### src/rtl/image_stream_reader_pkg.sv
// Shared types for the image stream reader: default frame size, pixel and
// marker types, and the sequencer state encoding.
package img_stream_pkg;

  localparam int IMG_WIDTH_DEF  = 640;
  localparam int IMG_HEIGHT_DEF = 480;
  localparam int PIX_W_DEF      = 8;

  typedef logic [PIX_W_DEF-1:0] pixel_t;

  // Frame/line markers that travel alongside each pixel.
  typedef struct packed {
    logic sof;
    logic eol;
    logic eof;
  } stream_flags_t;

  typedef enum logic [1:0] {
    IDLE  = 2'd0,
    ISSUE = 2'd1,
    DRAIN = 2'd2
  } state_t;

endpackage

### src/rtl/image_stream_reader_if.sv
// Valid/ready pixel stream with frame and line markers.
interface image_stream_reader_if #(
  parameter int W = 8
) ();

  logic         x_valid;
  logic         x_ready;
  logic [W-1:0] x_data;
  logic         x_sof;
  logic         x_eol;
  logic         x_eof;

  modport master (
    output x_valid,
    output x_data,
    output x_sof,
    output x_eol,
    output x_eof,
    input  x_ready
  );

  modport slave (
    input  x_valid,
    input  x_data,
    input  x_sof,
    input  x_eol,
    input  x_eof,
    output x_ready
  );

endinterface

### src/rtl/image_stream_reader_fifo.sv
// Small synchronous FIFO that absorbs the RAM read latency. Any depth is
// allowed; pointers wrap explicitly so non-power-of-two depths work.
module stream_fifo #(
  parameter  int WIDTH = 11,
  parameter  int DEPTH = 4,
  localparam int CNT_W = $clog2(DEPTH + 1),
  localparam int PTR_W = (DEPTH > 1) ? $clog2(DEPTH) : 1
) (
  input  logic             clk,
  input  logic             rst_n,
  input  logic             push,
  input  logic [WIDTH-1:0] push_data,
  input  logic             pop,
  output logic [WIDTH-1:0] pop_data,
  output logic [CNT_W-1:0] count,
  output logic             empty,
  output logic             full
);

  localparam logic [PTR_W-1:0] PTR_LAST = PTR_W'(DEPTH - 1);

  logic [WIDTH-1:0] mem [DEPTH];
  logic [PTR_W-1:0] wr_ptr;
  logic [PTR_W-1:0] rd_ptr;

  // Storage holds data only, so it is written without reset.
  always_ff @(posedge clk) begin
    if (push) mem[wr_ptr] <= push_data;
  end

  // Pointers and occupancy; simultaneous push and pop leave count unchanged.
  always_ff @(posedge clk) begin
    if (!rst_n) begin
      wr_ptr <= '0;
      rd_ptr <= '0;
      count  <= '0;
    end else begin
      if (push) wr_ptr <= (wr_ptr == PTR_LAST) ? '0 : wr_ptr + 1'b1;
      if (pop)  rd_ptr <= (rd_ptr == PTR_LAST) ? '0 : rd_ptr + 1'b1;
      case ({push, pop})
        2'b10:   count <= count + 1'b1;
        2'b01:   count <= count - 1'b1;
        default: count <= count;
      endcase
    end
  end

  assign pop_data = mem[rd_ptr];
  assign empty    = (count == '0);
  assign full     = (count == CNT_W'(DEPTH));

endmodule

### src/rtl/image_stream_reader.sv
// Streams a stored frame out of a 1-cycle-latency RAM in raster order as a
// valid/ready pixel stream with sof/eol/eof markers. Reads are throttled so
// that queued plus in-flight pixels never exceed the FIFO depth, which keeps
// x_ready out of any combinational path to the RAM.
module image_stream_reader
  import img_stream_pkg::*;
#(
  parameter int IMG_WIDTH  = IMG_WIDTH_DEF,
  parameter int IMG_HEIGHT = IMG_HEIGHT_DEF,
  parameter int W          = 8,
  parameter int ADDR_W     = $clog2(IMG_WIDTH * IMG_HEIGHT),
  parameter int FIFO_DEPTH = 4
) (
  input  logic              clk,
  input  logic              rst_n,
  input  logic              start,
  output logic              busy,
  output logic              done,
  output logic              mem_rd_en,
  output logic [ADDR_W-1:0] mem_addr,
  input  logic [W-1:0]      mem_rd_data,
  image_stream_reader_if.master xs
);

  localparam int COL_W  = (IMG_WIDTH > 1) ? $clog2(IMG_WIDTH) : 1;
  localparam int ROW_W  = (IMG_HEIGHT > 1) ? $clog2(IMG_HEIGHT) : 1;
  localparam int CNT_W  = $clog2(FIFO_DEPTH + 1);
  localparam int WORD_W = $bits(stream_flags_t) + W;

  localparam logic [COL_W-1:0] COL_LAST = COL_W'(IMG_WIDTH - 1);
  localparam logic [ROW_W-1:0] ROW_LAST = ROW_W'(IMG_HEIGHT - 1);

  state_t              state;
  logic [COL_W-1:0]    col;
  logic [ROW_W-1:0]    row;
  stream_flags_t       issue_flags;
  logic                rd_vld_p1;
  stream_flags_t       flags_p1;
  logic [WORD_W-1:0]   push_word_p1;
  logic [WORD_W-1:0]   head_word;
  stream_flags_t       head_flags;
  logic [W-1:0]        head_pixel;
  logic [CNT_W-1:0]    fifo_count;
  logic                fifo_empty;
  logic                fifo_full;
  logic [CNT_W:0]      occupancy;
  logic                pop;
  logic                drain_done;

  // ---- p0: read issue, throttled by queued + in-flight pixels
  assign occupancy   = {1'b0, fifo_count} + (CNT_W+1)'(rd_vld_p1);
  assign mem_rd_en   = (state == ISSUE) && (occupancy < (CNT_W+1)'(FIFO_DEPTH));
  assign issue_flags = '{sof: (row == '0) && (col == '0),
                         eol: (col == COL_LAST),
                         eof: (row == ROW_LAST) && (col == COL_LAST)};

  // The last pixel leaves on this edge and nothing else is queued or pending.
  assign drain_done = !rd_vld_p1 &&
                      (fifo_empty || ((fifo_count == CNT_W'(1)) && pop));

  // Sequencer: frame start, address/raster counters, drain and done pulse.
  always_ff @(posedge clk) begin
    if (!rst_n) begin
      state     <= IDLE;
      busy      <= 1'b0;
      done      <= 1'b0;
      mem_addr  <= '0;
      col       <= '0;
      row       <= '0;
      rd_vld_p1 <= 1'b0;
    end else begin
      done      <= 1'b0;
      rd_vld_p1 <= mem_rd_en;
      case (state)
        IDLE: begin
          if (start) begin
            state    <= ISSUE;
            busy     <= 1'b1;
            mem_addr <= '0;
            col      <= '0;
            row      <= '0;
          end
        end
        ISSUE: begin
          if (mem_rd_en) begin
            mem_addr <= mem_addr + 1'b1;
            if (col == COL_LAST) begin
              col <= '0;
              row <= (row == ROW_LAST) ? '0 : row + 1'b1;
            end else begin
              col <= col + 1'b1;
            end
            if (issue_flags.eof) state <= DRAIN;
          end
        end
        DRAIN: begin
          if (drain_done) begin
            state <= IDLE;
            busy  <= 1'b0;
            done  <= 1'b1;
          end
        end
        default: begin
          state <= IDLE;
          busy  <= 1'b0;
        end
      endcase
    end
  end

  // ---- p1: markers follow the read through the RAM latency
  always_ff @(posedge clk) begin
    if (mem_rd_en) flags_p1 <= issue_flags;
  end

  assign push_word_p1 = {flags_p1, mem_rd_data};
  assign pop          = !fifo_empty && xs.x_ready;

  stream_fifo #(
    .WIDTH (WORD_W),
    .DEPTH (FIFO_DEPTH)
  ) u_fifo (
    .clk       (clk),
    .rst_n     (rst_n),
    .push      (rd_vld_p1),
    .push_data (push_word_p1),
    .pop       (pop),
    .pop_data  (head_word),
    .count     (fifo_count),
    .empty     (fifo_empty),
    .full      (fifo_full)
  );

  // ---- p2: FIFO head drives the stream; outputs are zero when nothing is queued
  assign {head_flags, head_pixel} = head_word;
  assign xs.x_valid = !fifo_empty;
  assign xs.x_data  = fifo_empty ? '0 : head_pixel;
  assign xs.x_sof   = !fifo_empty && head_flags.sof;
  assign xs.x_eol   = !fifo_empty && head_flags.eol;
  assign xs.x_eof   = !fifo_empty && head_flags.eof;

  // A returning read must always find room in the FIFO.
  a_no_overflow: assert property (@(posedge clk) disable iff (!rst_n)
    !(rd_vld_p1 && fifo_full && !pop));

endmodule

### src/flat_wrapper.sv
// flat-port wrapper written by rule: the top's interface ports become plain ports
module image_stream_reader_flat import img_stream_pkg::*;
#(
  parameter int IMG_WIDTH  = IMG_WIDTH_DEF,
  parameter int IMG_HEIGHT = IMG_HEIGHT_DEF,
  parameter int W          = 8,
  parameter int ADDR_W     = $clog2(IMG_WIDTH * IMG_HEIGHT),
  parameter int FIFO_DEPTH = 4
)
  (clk, rst_n, start, busy, done, mem_rd_en, mem_addr, mem_rd_data, xs_x_valid, xs_x_data, xs_x_sof, xs_x_eol, xs_x_eof, xs_x_ready);
  image_stream_reader_if #(.W(W)) xs_i ();
  input  logic clk;
  input  logic rst_n;
  input  logic start;
  output logic busy;
  output logic done;
  output logic mem_rd_en;
  output logic [ADDR_W-1:0] mem_addr;
  input  logic [W-1:0] mem_rd_data;
  output wire logic [$bits(xs_i.x_valid)-1:0] xs_x_valid;
  output wire logic [$bits(xs_i.x_data)-1:0] xs_x_data;
  output wire logic [$bits(xs_i.x_sof)-1:0] xs_x_sof;
  output wire logic [$bits(xs_i.x_eol)-1:0] xs_x_eol;
  output wire logic [$bits(xs_i.x_eof)-1:0] xs_x_eof;
  input wire logic [$bits(xs_i.x_ready)-1:0] xs_x_ready;
  assign xs_x_valid = xs_i.x_valid;
  assign xs_x_data = xs_i.x_data;
  assign xs_x_sof = xs_i.x_sof;
  assign xs_x_eol = xs_i.x_eol;
  assign xs_x_eof = xs_i.x_eof;
  assign xs_i.x_ready = xs_x_ready;
  image_stream_reader #(.IMG_WIDTH(IMG_WIDTH), .IMG_HEIGHT(IMG_HEIGHT), .W(W), .ADDR_W(ADDR_W), .FIFO_DEPTH(FIFO_DEPTH)) u_core (.clk(clk), .rst_n(rst_n), .start(start), .busy(busy), .done(done), .mem_rd_en(mem_rd_en), .mem_addr(mem_addr), .mem_rd_data(mem_rd_data), .xs(xs_i));
endmodule
### config.mk
export PLATFORM = sky130hd
export DESIGN_NAME = image_stream_reader_flat
export DESIGN_NICKNAME = d
export VERILOG_FILES = /design/src/rtl/image_stream_reader_pkg.sv /design/src/rtl/image_stream_reader_if.sv /design/src/rtl/image_stream_reader_fifo.sv /design/src/rtl/image_stream_reader.sv /design/src/flat_wrapper.sv
export SDC_FILE = /design/constraint.sdc
export NUM_CORES = 1
export LEC_CHECK = 0
export BUFFER_PORTS_ARGS = -buffer_cell sky130_fd_sc_hd__buf_2
export CAP_MARGIN = 25
export CELL_PAD_IN_SITES_DETAIL_PLACEMENT = 0
export CELL_PAD_IN_SITES_GLOBAL_PLACEMENT = 1
export CORE_MARGIN = 2
export CORE_UTILIZATION = 45
export DETAILED_ROUTE_END_ITERATION = 6
export PLACE_DENSITY = 0.79
export SLEW_MARGIN = 0
export SYNTH_ARGS = -nofsm -noshare
export SYNTH_HDL_FRONTEND = slang
export SYNTH_SLANG_ARGS = --single-unit
### constraint.sdc
create_clock -name clk -period 3 [get_ports clk]
set_input_delay 0.15 -clock clk [delete_from_list [all_inputs] [get_ports clk]]
set_output_delay 0.15 -clock clk [all_outputs]
set_load 0.02 [all_outputs]
# == Word-level counts from Yosys, hierarchy flattened ==
# Memory sizes are Yosys's and may differ from the RTL's. A register that Yosys moved wholly into a read port is not among the register bits.
# Index checks and enable logic that the tools add are counted.
# word_totals
register_bits,53
ram_bits,44
in_bits,12
wordCells,90
memories,1
# op_classes
add_sub_neg,8
magnitude_cmp,1
eq_ne,14
mux,29
bitwise,1
n_reduce_logical,23
# memory_table
memory,depth,width,rd,rd_ports_with_merged_regs,write_ports,line_no,source
u_core.u_fifo.mem,4,11,1,1,1,image_stream_reader_fifo.sv:22,logic [WIDTH-1:0] mem [DEPTH];
# op_table
op,count
$mux 19,2
$pmux 19 s2,1
$mux 9,4
$mux 10,3
$pmux 10 s2,1
$add 19x1->19 const B,1
$pmux 9 s2,1
$mux 2,8
$add 10x1->10 const B,1
$eq 10x10->1 const B,1
$logic_not 10->1,1
$add 9x1->9 const B,1
$eq 9x9->1 const B,1
$logic_and 1x1->1,9
$logic_not 9->1,1
$eq 2x2->1 const B,4
$mux 8,1
$reduce_and 4->1,2
$ne 2x1->1 const B,3
$pmux 2 s3,1
$pmux 3 s2,1
$reduce_and 3->1,2
$mux 1,5
$add 2x1->2 const B,2
other kinds (15),19

# == Longest topological paths before layout ==
# Gate-level depths: netlist of the first run.
# logic_depth
ltp_word,8
mapped_depth,9

# == Hierarchy ==
# Synthesis of the first run repeated with hierarchy kept, for this count alone.
# hier_totals
cells_unflattened,374
area_unflattened_um2,4374.2
# modules_own_cells
module,n_inst,cells_each,area_per_inst_um2
image_stream_reader,1,270,2323.5
stream_fifo,1,104,2050.7

# == Worst setup path before layout of the first run ==
# Ideal clock, no wire load.
# synth_timing
path_kind,reg2reg
startpoint,reg u_core.u_fifo.count[0]
endpoint,reg u_core.u_fifo.count[2]
arrival_ns,1.742
required_ns,2.924
slack_ns,1.182
stages_incl_launch_ff,9
period_less_slack_ns,1.818
cell_sequence,dfxtp_1 inv_1 ha_1 nand2b_1 nand2_1 inv_1 ha_1 or3_1 a21boi_0
# synth_via
elab_chain_cells,5
# synth_rtl
item,line_no,source
"start, declared",image_stream_reader_fifo.sv:15,"output logic [CNT_W-1:0] count,"
"start signal, assigned",image_stream_reader_fifo.sv:41,2'b10: count <= count + 1'b1;
"start signal, assigned",image_stream_reader_fifo.sv:42,2'b01: count <= count - 1'b1;
"start signal, assigned",image_stream_reader_fifo.sv:43,default: count <= count;
$logic_not 3->1 *,image_stream_reader_fifo.sv:49,assign empty = (count == '0);
$logic_not 1->1 *,image_stream_reader.sv:117,assign pop = !fifo_empty && xs.x_ready;
$logic_and 1x1->1 *,image_stream_reader.sv:117,
via u_core.pop,image_stream_reader.sv:47,logic pop;
$eq 2x1->1 or $eq 2x2->1 (tied branches),image_stream_reader_fifo.sv:40,"case ({push, pop})"
$pmux 3 s2 or $reduce_bool 2->1 (tied branches),-,
# The timed path passes the listed nets; every way through them passes the cells marked *.
# A chain may end at the register's enable or synchronous reset.

# == Worst setup path after layout of the first run ==
# Ends and elaborated chain as after synthesis.

==> reports/results.ini, run 1 <==
[cts]
clockRootBuffer = clkbuf_8
numCtsBuffers = 9
clk_path_buf_depth = 2
path_clk_slew_ps = 80
h-tree-depth = 3
cts_tree = built
cts_resized = 0
clkSinkCount = 99
insertion_delay_ps = 360

[logic_synthesis]
synth_fp_nets = 418
seq_area_frac_synth = 0.5449
yosys.cell_count.top_type = dfxtp_1
synth-edff-count = 47
synth.top_cells.by_area = edfxtp_1 31%, dfxtp_1 23%, mux4_2 5.5%
ys_async_sr_fraction = 0
synth_ff_type = dfxtp_1
ys_seq_elements = 99
yosysUniqueCellTypes = 51
ys_top_cells_by_count = 52 x dfxtp_1, 47 x edfxtp_1, 29 x nor2_1, 25 x nand2_1, 21 x and2_1
synth_top_area_cell = edfxtp_1
syn-instance-count = 391
netlist_area_sq_um = 4501
yosysTopAreaCellShare = 0.3136
ys_warn_count = 0
syn_area_per_cell_sq_um = 11.51

[timing]
rsz0062_at_grt = false
max_freq_ghz = 0.4287
worst_slack_ps = 667.3
max_slew_margin = 0.5241
drv_slew = 0
setup_viol = 0
period_share = 0.7776
fin_hold_ws_ps = 200.6
final-hold-violation-count = 0
fin_crit_ps = 2333
worstMarginPinSlew_ps = 712.8
tns_ps = 0
fin_skew_ps = 12.19

[floorplan]
coreArea_sq_um = 9729
die_x_um = 104.0
start_util = 0.4626
die_area_sq_um = 10820
chipHeight_um = 104.0
ios = 46
rows = 36

[critical_path]
r2r-start = u_core.u_fifo.count[0]$_SDFFE_PN0P_
cpPeakStageDelay_ps = 460
reg2reg_depth = 8
critPathLaunchType = register
crit_fanout = 13
cp-end-kind = register
reg2reg_to = u_core.u_fifo.count[2]$_SDFFE_PN0P_
crit_slowest_cell = dfxtp_1
rrSetupSlack_ps = 670
cp_num_buf_inv = 2
cp_data_required_time_ps = 3270
crit_family = simple AND/OR/NAND/NOR gates
critPathKind = reg -> reg
cp_cell_sequence = inv_1, ha_1, nand2b_1, nand2_1, inv_1, ha_1, or3_1, a21boi_0
cp_data_arrival_time_ps = 2600

[placed_design]
placed_cells = 556
numPortBuffers = 45
hpwlAfterDp_mm = 5.865
place.gp.congestion = 0.8091
dp_slack_ps = 657.7
dpl-instance-area_sq_um = 4842

[routing]
via_count = 3058
drc = 0
avgRoutedWirePerCell_um = 14.76
drtPass1Iterations = 4
antenna_left = 0
wirelength_mm = 8.559
drt_iter0_markers = 150
vias_per_cell = 5.272

[global_routing]
grt_max_degree = 34
grt-ovfl-total = 0
grtUsageTotal = 0.1660
grt_pass1_vias = 3079
antenna_found_initial = 0
grt_pass1_wl_mm = 14.58

[cells_and_area]
utilization = 0.5288
design_area_sq_um = 5145
syn_to_final_growth_pct = 14.32
drive_gt1_frac = 0.1857
layout.nets = 469
instances_no_fill = 580
n_antenna_cell = 0

[worst_hold_path]
hold_start = start
hold_path_end = u_core.state[0]$_SDFFE_PN0P_
hold-path-cell-count = 3
hold_class = in -> reg

[power]
power.total_mw = 3.052
worst_ir_drop_vdd_v = 0.0002268
leakagePower_nw = 1.895
powerDensity_nw_per_um2 = 593.2

[run_status]
status = completed

[flow_run]
cap_violations = 0

## where the power goes
part	leakage, nW	internal, mW	switching [mW]
combinational	0.935	0.244	0.321
clock	0.112	0.481	0.470
sequential	0.848	1.46	0.0723
## worst max path at each step
stage | startpoint | to | slack, ps | depth (start not counted)
after global placement | u_core.u_fifo.count[0]$_SDFFE_PN0P_ | u_core.u_fifo.count[2]$_SDFFE_PN0P_ | 780 | 8
after floorplan | u_core.u_fifo.count[0]$_SDFFE_PN0P_ | u_core.u_fifo.count[2]$_SDFFE_PN0P_ | 1180 | 8
after detailed placement | u_core.u_fifo.count[0]$_SDFFE_PN0P_ | u_core.u_fifo.count[2]$_SDFFE_PN0P_ | 660 | 8
final | u_core.u_fifo.count[0]$_SDFFE_PN0P_ | u_core.u_fifo.count[2]$_SDFFE_PN0P_ | 670 | 8
after CTS | u_core.u_fifo.count[0]$_SDFFE_PN0P_ | u_core.u_fifo.count[2]$_SDFFE_PN0P_ | 640 | 8
after global routing | u_core.u_fifo.count[0]$_SDFFE_PN0P_ | u_core.u_fifo.count[2]$_SDFFE_PN0P_ | 470 | 8
## worst register-to-register path: stages, from the launching register on
cell and delay [ps]:
dfxtp_1 460, inv_1 110, ha_1 230, nand2b_1 320, nand2_1 180, inv_1 110
ha_1 280, or3_1 390, a21boi_0 190
## area by class of cell
| type | instances | area (sq um) |
|---|---|---|
| inverter | 14 | 52.55 |
| sequential | 99 | 2452 |
| multi-input combinational | 263 | 1931 |
| fill | 908 | 4584 |
| clock buffer | 10 | 127.6 |
| clock inverter | 6 | 95.09 |
| timing repair buffer | 55 | 320.3 |
| tap | 133 | 166.4 |
## cell families (layout without fill, tap and decap cells)
family,Yosys count,after routing,synth area share
xor+xnor,25,25,0.04865
compound gates,42,42,0.06784
fa+ha+maj,15,15,0.04170
buf+inv,29,85,0.02613
mux,14,14,0.06172
simple gates,167,167,0.2091
flops,99,99,0.5449
## sequential cells by signal, summed over array words and instances (netlist names), 3 cells and up, named ones only
register	flops
u_core.row	9
u_core.flags_p1	3
u_core.u_fifo.mem	44
u_core.mem_addr	19
u_core.col	10
u_core.u_fifo.count	3
## repair_timing
action,CTS,global route
setup buffers,0,0
endpoints found under the hold margin,32,0
hold buffers,8,0
## layer usage
metal	vias to the layer above	GRT usage	part of all wire
met4	0	0.05985	0.012
met3	9	0.03571	0.035
li1	1525	-	-
met2	62	0.2810	0.48
met5	-	0	0
met1	1462	0.2100	0.47
## cell usage in the layout, fill, tap and decap left out, types with 4 or more instances in the layout
cell / n
a21boi_0: 4
a21oi_1: 11
and2_1: 21
and3_1: 6
and4_1: 8
buf_2: 45
clkbuf_8: 9
dfxtp_1: 52
dlygate4sd3_1: 8
edfxtp_1: 47
ha_1: 15
inv_1: 14
mux4_2: 11
nand2_1: 25
nand3_1: 14
nand4_1: 20
nor2_1: 29
nor2b_1: 7
nor3_1: 7
nor4_1: 9
o21ai_0: 9
xnor2_1: 9
xor2_1: 16
No activity file was read; power rests on OpenSTA's default activity.
==> run 2, diff against run 1 <==
==> constraint.sdc (replaced) <==
create_clock -name clk -period 2.3 [get_ports clk]
set_input_delay 0.115 -clock clk [delete_from_list [all_inputs] [get_ports clk]]
set_output_delay 0.115 -clock clk [all_outputs]
set_load 0.02 [all_outputs]
==> run 2 against run 1 <==
Global-route usage about the same; clock skew down 1.5 ps; clock-buffer cell count did not move; power up 24%.
==> reports/results.ini, run 2 (synthesis results as in run 1) <==
[placed_design]
hpwlAfterDp_mm = 5.820  ; was 5.865 mm
numPortBuffers = 45  ; unchanged
place.gp.congestion = 0.8305  ; was 0.8091

[timing]
max_slew_margin = 0.6026  ; was 0.5241
fin_crit_ps = 1954  ; was 2333 ps
final-hold-violation-count = 0  ; unchanged
setup_viol = 0  ; unchanged
max_freq_ghz = 0.5117  ; was 0.4287 GHz
drv_slew = 0  ; unchanged
rsz0062_at_grt = false  ; unchanged
period_share = 0.8497  ; was 0.7776
fin_skew_ps = 10.69  ; was 12.19 ps
fin_hold_ws_ps = 142.3  ; was 200.6 ps
tns_ps = 0  ; unchanged
worstMarginPinSlew_ps = 596.1  ; was 712.8 ps

[power]
power.total_mw = 3.783  ; was 3.052 mW
powerDensity_nw_per_um2 = 736.6  ; was 593.2 nW/um^2
worst_ir_drop_vdd_v = 0.0002861  ; was 0.0002268 V
leakagePower_nw = 1.888  ; was 1.895 nW

[critical_path]
critPathKind = reg -> reg  ; unchanged
cp_data_required_time_ps = 2590  ; was 3270 ps
critPathLaunchType = register  ; unchanged
cp-end-kind = register  ; unchanged
crit_slowest_cell = dfxtp_1  ; unchanged
crit_family = simple AND/OR/NAND/NOR gates  ; unchanged
cp_num_buf_inv = 2  ; unchanged
cp_data_arrival_time_ps = 2240  ; was 2600 ps
cp_cell_sequence = inv_1, ha_1, nand2b_1, nand2_1, inv_1, ha_1, or3_1, a21boi_0  ; unchanged
cpPeakStageDelay_ps = 460  ; about the same
crit_fanout = 5  ; was 13
rrSetupSlack_ps = 350  ; was 670 ps

[global_routing]
grt_pass1_vias = 3015  ; was 3079
grt-ovfl-total = 0  ; unchanged
grtUsageTotal = 0.1656  ; was 0.1660
grt_max_degree = 21  ; was 34
grt_pass1_wl_mm = 14.37  ; was 14.58 mm
antenna_found_initial = 0  ; unchanged

[cells_and_area]
drive_gt1_frac = 0.1947  ; was 0.1857
largestRegisters = u_core.u_fifo.mem (44), u_core.mem_addr (19), u_core.col (10)  ; unchanged
final_cell_mix = 52 x dfxtp_1, 47 x edfxtp_1, 45 x buf_2, 29 x nor2_1, 25 x nand2_1  ; unchanged
layout.nets = 474  ; was 469
largest_reg_flops = 44  ; unchanged
syn_to_final_growth_pct = 14.12  ; was 14.32%
n_antenna_cell = 0  ; unchanged
regMostFlops = u_core.u_fifo.mem  ; unchanged
utilization = 0.5279  ; was 0.5288
final_common_cell = dfxtp_1  ; unchanged

[floorplan]
chipHeight_um = 104.0  ; unchanged
coreArea_sq_um = 9729  ; unchanged
die_area_sq_um = 10820  ; unchanged
rows = 36  ; unchanged
start_util = 0.4626  ; unchanged
ios = 46  ; unchanged
die_x_um = 104.0  ; unchanged

[cts]
clkSinkCount = 99  ; unchanged
cts_tree = built  ; unchanged
numCtsBuffers = 9  ; unchanged
clk_path_buf_depth = 2  ; unchanged
h-tree-depth = 3  ; unchanged
clockRootBuffer = clkbuf_8  ; unchanged
insertion_delay_ps = 370  ; was 360 ps
cts_resized = 0  ; unchanged
path_clk_slew_ps = 100  ; was 80 ps

[worst_hold_path]
hold_class = in -> reg  ; unchanged

[routing]
wirelength_mm = 8.483  ; was 8.559 mm
antenna_left = 0  ; unchanged
drc = 0  ; unchanged
drt_iter0_markers = 106  ; was 150
via_count = 3105  ; was 3058
avgRoutedWirePerCell_um = 14.50  ; was 14.76 um
drtPass1Iterations = 4  ; unchanged
vias_per_cell = 5.308  ; was 5.272

[run_status]
status = completed  ; unchanged

[flow_run]
cap_violations = 0  ; unchanged

-- run 2: path summary, 6_finish.rpt --
kind                                                           from                                  end  cells after the start
worst max-delay path            u_core.u_fifo.count[0]$_SDFFE_PN0P_  u_core.u_fifo.count[2]$_SDFFE_PN0P_                      8
worst min-delay path                                          rst_n         u_core.state[1]$_SDFFE_PN0P_                      2
worst max register to register  u_core.u_fifo.count[0]$_SDFFE_PN0P_  u_core.u_fifo.count[2]$_SDFFE_PN0P_                      8
worst min register to register             u_core.busy$_SDFFE_PN0P_             u_core.busy$_SDFFE_PN0P_                      2
-- run 2: per-layer routing --
layer | track usage | routed length [um]
met5 | 0 | 0
met4 | 0.06757 | 154
met2 | 0.2852 | 4273
met3 | 0.03634 | 277
met1 | 0.2016 | 3777
-- run 2: layout make-up --
type / count / area, sq um
multi-input cells: 263 / 1931
flip-flops and latches: 99 / 2452
well taps: 133 / 166.4
clock inverters: 6 / 48.80
inverters: 14 / 52.55
clock buffers: 10 / 127.6
fillers: 890 / 4593
repair buffers: 60 / 357.8
-- run 2: power by group --
group	leakage, nW	switching [mW]	internal (mW)
Combinational	0.961	0.452	0.345
Sequential	0.848	0.0619	1.91
Clock	0.0795	0.614	0.403
Total	1.89	1.13	2.66
-- run 2: repair_timing --
item,CTS,global route
setup buffers,0,0
hold buffers,8,0
endpoints found under the hold margin,32,0
-- run 2: through the flow --
step	instances	area (sq um)	worst slack, ps
3_5_place_dp	561	4880	341.4
4_1_cts	585	5136	316.9
3_3_place_gp	561	4880	427.6
5_1_grt	585	5136	160.3
6_report	585	5136	345.8
2_1_floorplan	391	4501	482.1
==> run 3, diff against run 2 <==
--- a/config.mk
+++ b/config.mk
@@ -5,12 +5,13 @@
 export SDC_FILE = /design/constraint.sdc
 export NUM_CORES = 1
 export LEC_CHECK = 0
+export ABC_AREA = 1
 export BUFFER_PORTS_ARGS = -buffer_cell sky130_fd_sc_hd__buf_2
 export CAP_MARGIN = 25
 export CELL_PAD_IN_SITES_DETAIL_PLACEMENT = 0
 export CELL_PAD_IN_SITES_GLOBAL_PLACEMENT = 1
 export CORE_MARGIN = 2
-export CORE_UTILIZATION = 45
+export CORE_UTILIZATION = 40
 export DETAILED_ROUTE_END_ITERATION = 6
 export PLACE_DENSITY = 0.79
 export SLEW_MARGIN = 0
==> constraint.sdc (replaced) <==
create_clock -name clk -period 1.7 [get_ports clk]
set_input_delay 0.085 -clock clk [delete_from_list [all_inputs] [get_ports clk]]
set_output_delay 0.085 -clock clk [all_outputs]
set_load 0.02 [all_outputs]
==> run 3 against run 2 <==
Wire length grew 16%; sequential power grew 51%; synthesized cell count is 42% higher; register-to-register slack worse by 250 ps; critical path depth down 1; clock-buffer cell count fell by 1; highest routed layer unchanged.
==> reports/results.ini, run 3 <==
[run_status]
status = completed  ; unchanged

[logic_synthesis]
yosysTopAreaCellShare = 0.3053  ; was 0.3136
syn_area_per_cell_sq_um = 8.330  ; was 11.51 sq um
ys_async_sr_fraction = 0  ; unchanged
synth_top_area_cell = edfxtp_1  ; unchanged
yosys.cell_count.top_type = nor2_1  ; was dfxtp_1
synth_compound_area_frac = 0.1061  ; was 0.06783
ys_seq_elements = 99  ; unchanged
synth-edff-count = 47  ; unchanged
ys_warn_count = 0  ; unchanged
syn-instance-count = 555  ; was 391
netlist_area_sq_um = 4623  ; was 4501 sq um
synthMuxAreaShare = 0  ; was 0.06172
yosys.area_share.adder = 0.04060  ; was 0.04170
synthXorXnorAreaFrac = 0.005683  ; was 0.04865
synth.top_cells.by_area = edfxtp_1 31%, dfxtp_1 23%, nor2_1 9.5%  ; was edfxtp_1 31%, dfxtp_1 23%, mux4_2 5.5%
yosysUniqueCellTypes = 31  ; was 51
synth_top_family_by_area = simple AND/OR/NAND/NOR gates  ; unchanged
seq_area_frac_synth = 0.5304  ; was 0.5449
synth_fp_nets = 582  ; was 418
synth-simple-area-share = 0.2447  ; was 0.2091
ys_top_cells_by_count = 117 x nor2_1, 87 x nand2_1, 66 x inv_1, 52 x dfxtp_1, 47 x edfxtp_1  ; was 52 x dfxtp_1, 47 x edfxtp_1, 29 x nor2_1, 25 x nand2_1, 21 x and2_1
synth_ff_type = dfxtp_1  ; unchanged

[cts]
insertion_delay_ps = 340  ; was 370 ps
clk_path_buf_depth = 2  ; unchanged
path_clk_slew_ps = 70  ; was 100 ps
clockRootBuffer = clkbuf_16  ; was clkbuf_8
clkSinkCount = 99  ; unchanged
cts_tree = built  ; unchanged
h-tree-depth = 3  ; unchanged
numCtsBuffers = 9  ; unchanged

[placed_design]
dpl-instance-area_sq_um = 5094  ; was 4880 sq um
place.gp.congestion = 0.7767  ; was 0.8305
numPortBuffers = 45  ; unchanged
hpwlAfterDp_mm = 6.920  ; was 5.820 mm

[global_routing]
use_met1 = 0.1992  ; was 0.2016
grt-ovfl-total = 0  ; unchanged
antenna_found_initial = 0  ; unchanged
use_met3 = 0.03375  ; was 0.03634
grtUsageMet2 = 0.2870  ; was 0.2852
grt_max_degree = 23  ; was 21
grt-busiest-layer = met2  ; unchanged
grtUsageTotal = 0.1637  ; was 0.1656
grt_pass1_wl_mm = 16.73  ; was 14.37 mm
grt_pass1_vias = 3611  ; was 3015

[timing]
setup_viol = 0  ; unchanged
fin_crit_ps = 1635
max_slew_margin = 0.7154  ; was 0.6026
drv_slew = 0  ; unchanged
final-hold-violation-count = 0  ; unchanged
tns_ps = 0  ; unchanged
worstMarginPinSlew_ps = 426.4  ; was 596.1 ps
fin_skew_ps = 9.016  ; was 10.69 ps
period_share = 0.9618
max_freq_ghz = 0.6116

[routing]
drt_iter0_markers = 111  ; was 106
antenna_left = 0  ; unchanged
drc = 0  ; unchanged
wirelength_mm = 9.848  ; was 8.483 mm
vias_per_cell = 4.873  ; was 5.308
drtPass1Iterations = 4  ; unchanged
via_count = 3786  ; was 3105
avgRoutedWirePerCell_um = 12.67  ; was 14.50 um

[critical_path]
cp-end-kind = primary output  ; was register
cp_data_required_time_ps = 1620  ; was 2590 ps
r2r-start = u_core.u_fifo.count[0]$_SDFFE_PN0P_  ; unchanged
cp_cell_sequence = inv_1, ha_2, nand2_4, clkinvlp_4, buf_12, a21oi_4, buf_4  ; was inv_1, ha_1, nand2b_1, nand2_1, inv_1, ha_1, or3_1, a21boi_0
crit_family = buffers and inverters  ; was simple AND/OR/NAND/NOR gates
crit_slowest_cell = dfxtp_4  ; was dfxtp_1
cp_data_arrival_time_ps = 1550  ; was 2240 ps
crit_fanout = 11  ; was 5
critPathLaunchType = register  ; unchanged
reg2reg_depth = 10  ; was 8
cpPeakStageDelay_ps = 350  ; was 460 ps
critPathKind = reg -> out  ; was reg -> reg
cp_num_buf_inv = 4  ; was 2
path_depth = 7  ; was 8
crit_path_start = u_core.u_fifo.count[0]$_SDFFE_PN0P_  ; unchanged

[cells_and_area]
drive_gt1_frac = 0.1987  ; was 0.1947
final_cell_mix = 115 x nor2_1, 85 x nand2_1, 63 x inv_1, 47 x edfxtp_1, 46 x dfxtp_1  ; was 52 x dfxtp_1, 47 x edfxtp_1, 45 x buf_2, 29 x nor2_1, 25 x nand2_1
largestRegisters = u_core.u_fifo.mem (44), u_core.mem_addr (19), u_core.col (10)  ; unchanged
design_area_sq_um = 5669  ; was 5136 sq um
n_antenna_cell = 0  ; unchanged
final_common_cell = nor2_1  ; was dfxtp_1
syn_to_final_growth_pct = 22.63  ; was 14.12%
largest_reg_flops = 44  ; unchanged
layout.nets = 656  ; was 474
n_fill_cell = 1092  ; was 890
multi_input_area_sq_um = 1931  ; unchanged
regMostFlops = u_core.u_fifo.mem  ; unchanged
ff_latch_area_sq_um = 2465  ; was 2452 sq um

[floorplan]
coreArea_sq_um = 11370  ; was 9729 sq um
chipHeight_um = 111.5  ; was 104.0 um
rows = 39  ; was 36
die_area_sq_um = 12430  ; was 10820 sq um
start_util = 0.4066  ; was 0.4626
die_x_um = 111.5  ; was 104.0 um
ios = 46  ; unchanged

[worst_hold_path]
hold_start = rst_n  ; unchanged
hold_class = in -> reg  ; unchanged
hold-path-cell-count = 3  ; was 2

[flow_run]
cap_violations = 0  ; unchanged

[power]
worst_ir_drop_vdd_v = 0.0008488  ; was 0.0002861 V
leakagePower_nw = 2.305  ; was 1.888 nW
powerDensity_nw_per_um2 = 1400  ; was 736.6 nW/um^2

-- run 3: cell count changes in the layout (fill, tap and decap cells not counted), sizes merged, moves of 21 or more --
cell and change:
a21oi +27, and2 -21, inv +53, nand2 +67, nor2 +91, o21ai +42
-- run 3: final timing paths --
| path | slack (ps) | end |
|---|---|---|
| worst min register to register | 470 | u_core.row[8]$_SDFFE_PN0P_ |
| worst max register to register | 100 | u_core.u_fifo.count[2]$_SDFFE_PN0P_ |
| worst min-delay path | 80 | u_core.state[1]$_SDFFE_PN0P_ |
| worst max-delay path | 60 | xs_x_sof |
-- run 3: tightest hold or removal path: stages --
cell	delay, ps
buf_2	170
nand2_1	90
nor2_1	40
-- run 3: where the power goes --
part	total [mW]	internal (mW)	switching, mW
Combinational	2.96	1.10	1.86
Sequential	2.98	2.80	0.181
Clock	1.99	1.04	0.955
Total	7.94	4.94	3.00
-- run 3: per-layer routing --
layer | vias up | wire [um] | part of all wire
met5 | - | 0 | 0
met4 | 0 | 99 | 0.010
met3 | 10 | 314 | 0.032
met2 | 59 | 5087 | 0.52
met1 | 1749 | 4346 | 0.44
li1 | 1968 | - | -
-- run 3: timing repair --
action / CTS / global route
pin swaps: 0 / 1
hold buffers: 8 / 0
gates resized for setup: 22 / 31
endpoints found under the setup margin: 11 / 27
hold endpoints to repair: 32 / 0
setup buffers: 2 / 1
cloned: 2 / 0
-- run 3: cell families (layout without fill, tap and decap cells) --
kind of cell             count (synthesis)  in the layout
XOR/XNOR                                 3              3
AND/OR/NAND/NOR                        263            263
AO/OA/AOI/OAI                           93             93
buffers and inverters                   82            161
flip-flops                              99             99
adder cells (fa/ha/maj)                 15             15
-- run 3: stage by stage --
stage | power, mW | instances | setup WS (ps) | util | hold slack, ps
global placement | 5.420 | 748 | 50.05 | 0.4480 | 296.8
finish | 7.937 | 777 | 65.00 | 0.4986 | 81.06
floorplan | 4.744 | 555 | 24.58 | - | 183.9
detailed placement | 5.467 | 748 | 20.20 | 0.4480 | 307.2
CTS | 7.771 | 776 | 2.487 | 0.4897 | 64.54
global route | 8.466 | 777 | -21.46 | 0.4986 | 97.29
-- run 3: area by class of cell --
cell class,count,area share
repair inverters,2,0.002648
clock buffers,9,0.03973
clock inverters,7,0.01170
well taps,143,0.03156
multi-input cells,374,0.3405
repair buffers,75,0.09203
flip-flops and latches,99,0.4348
inverters,68,0.04701
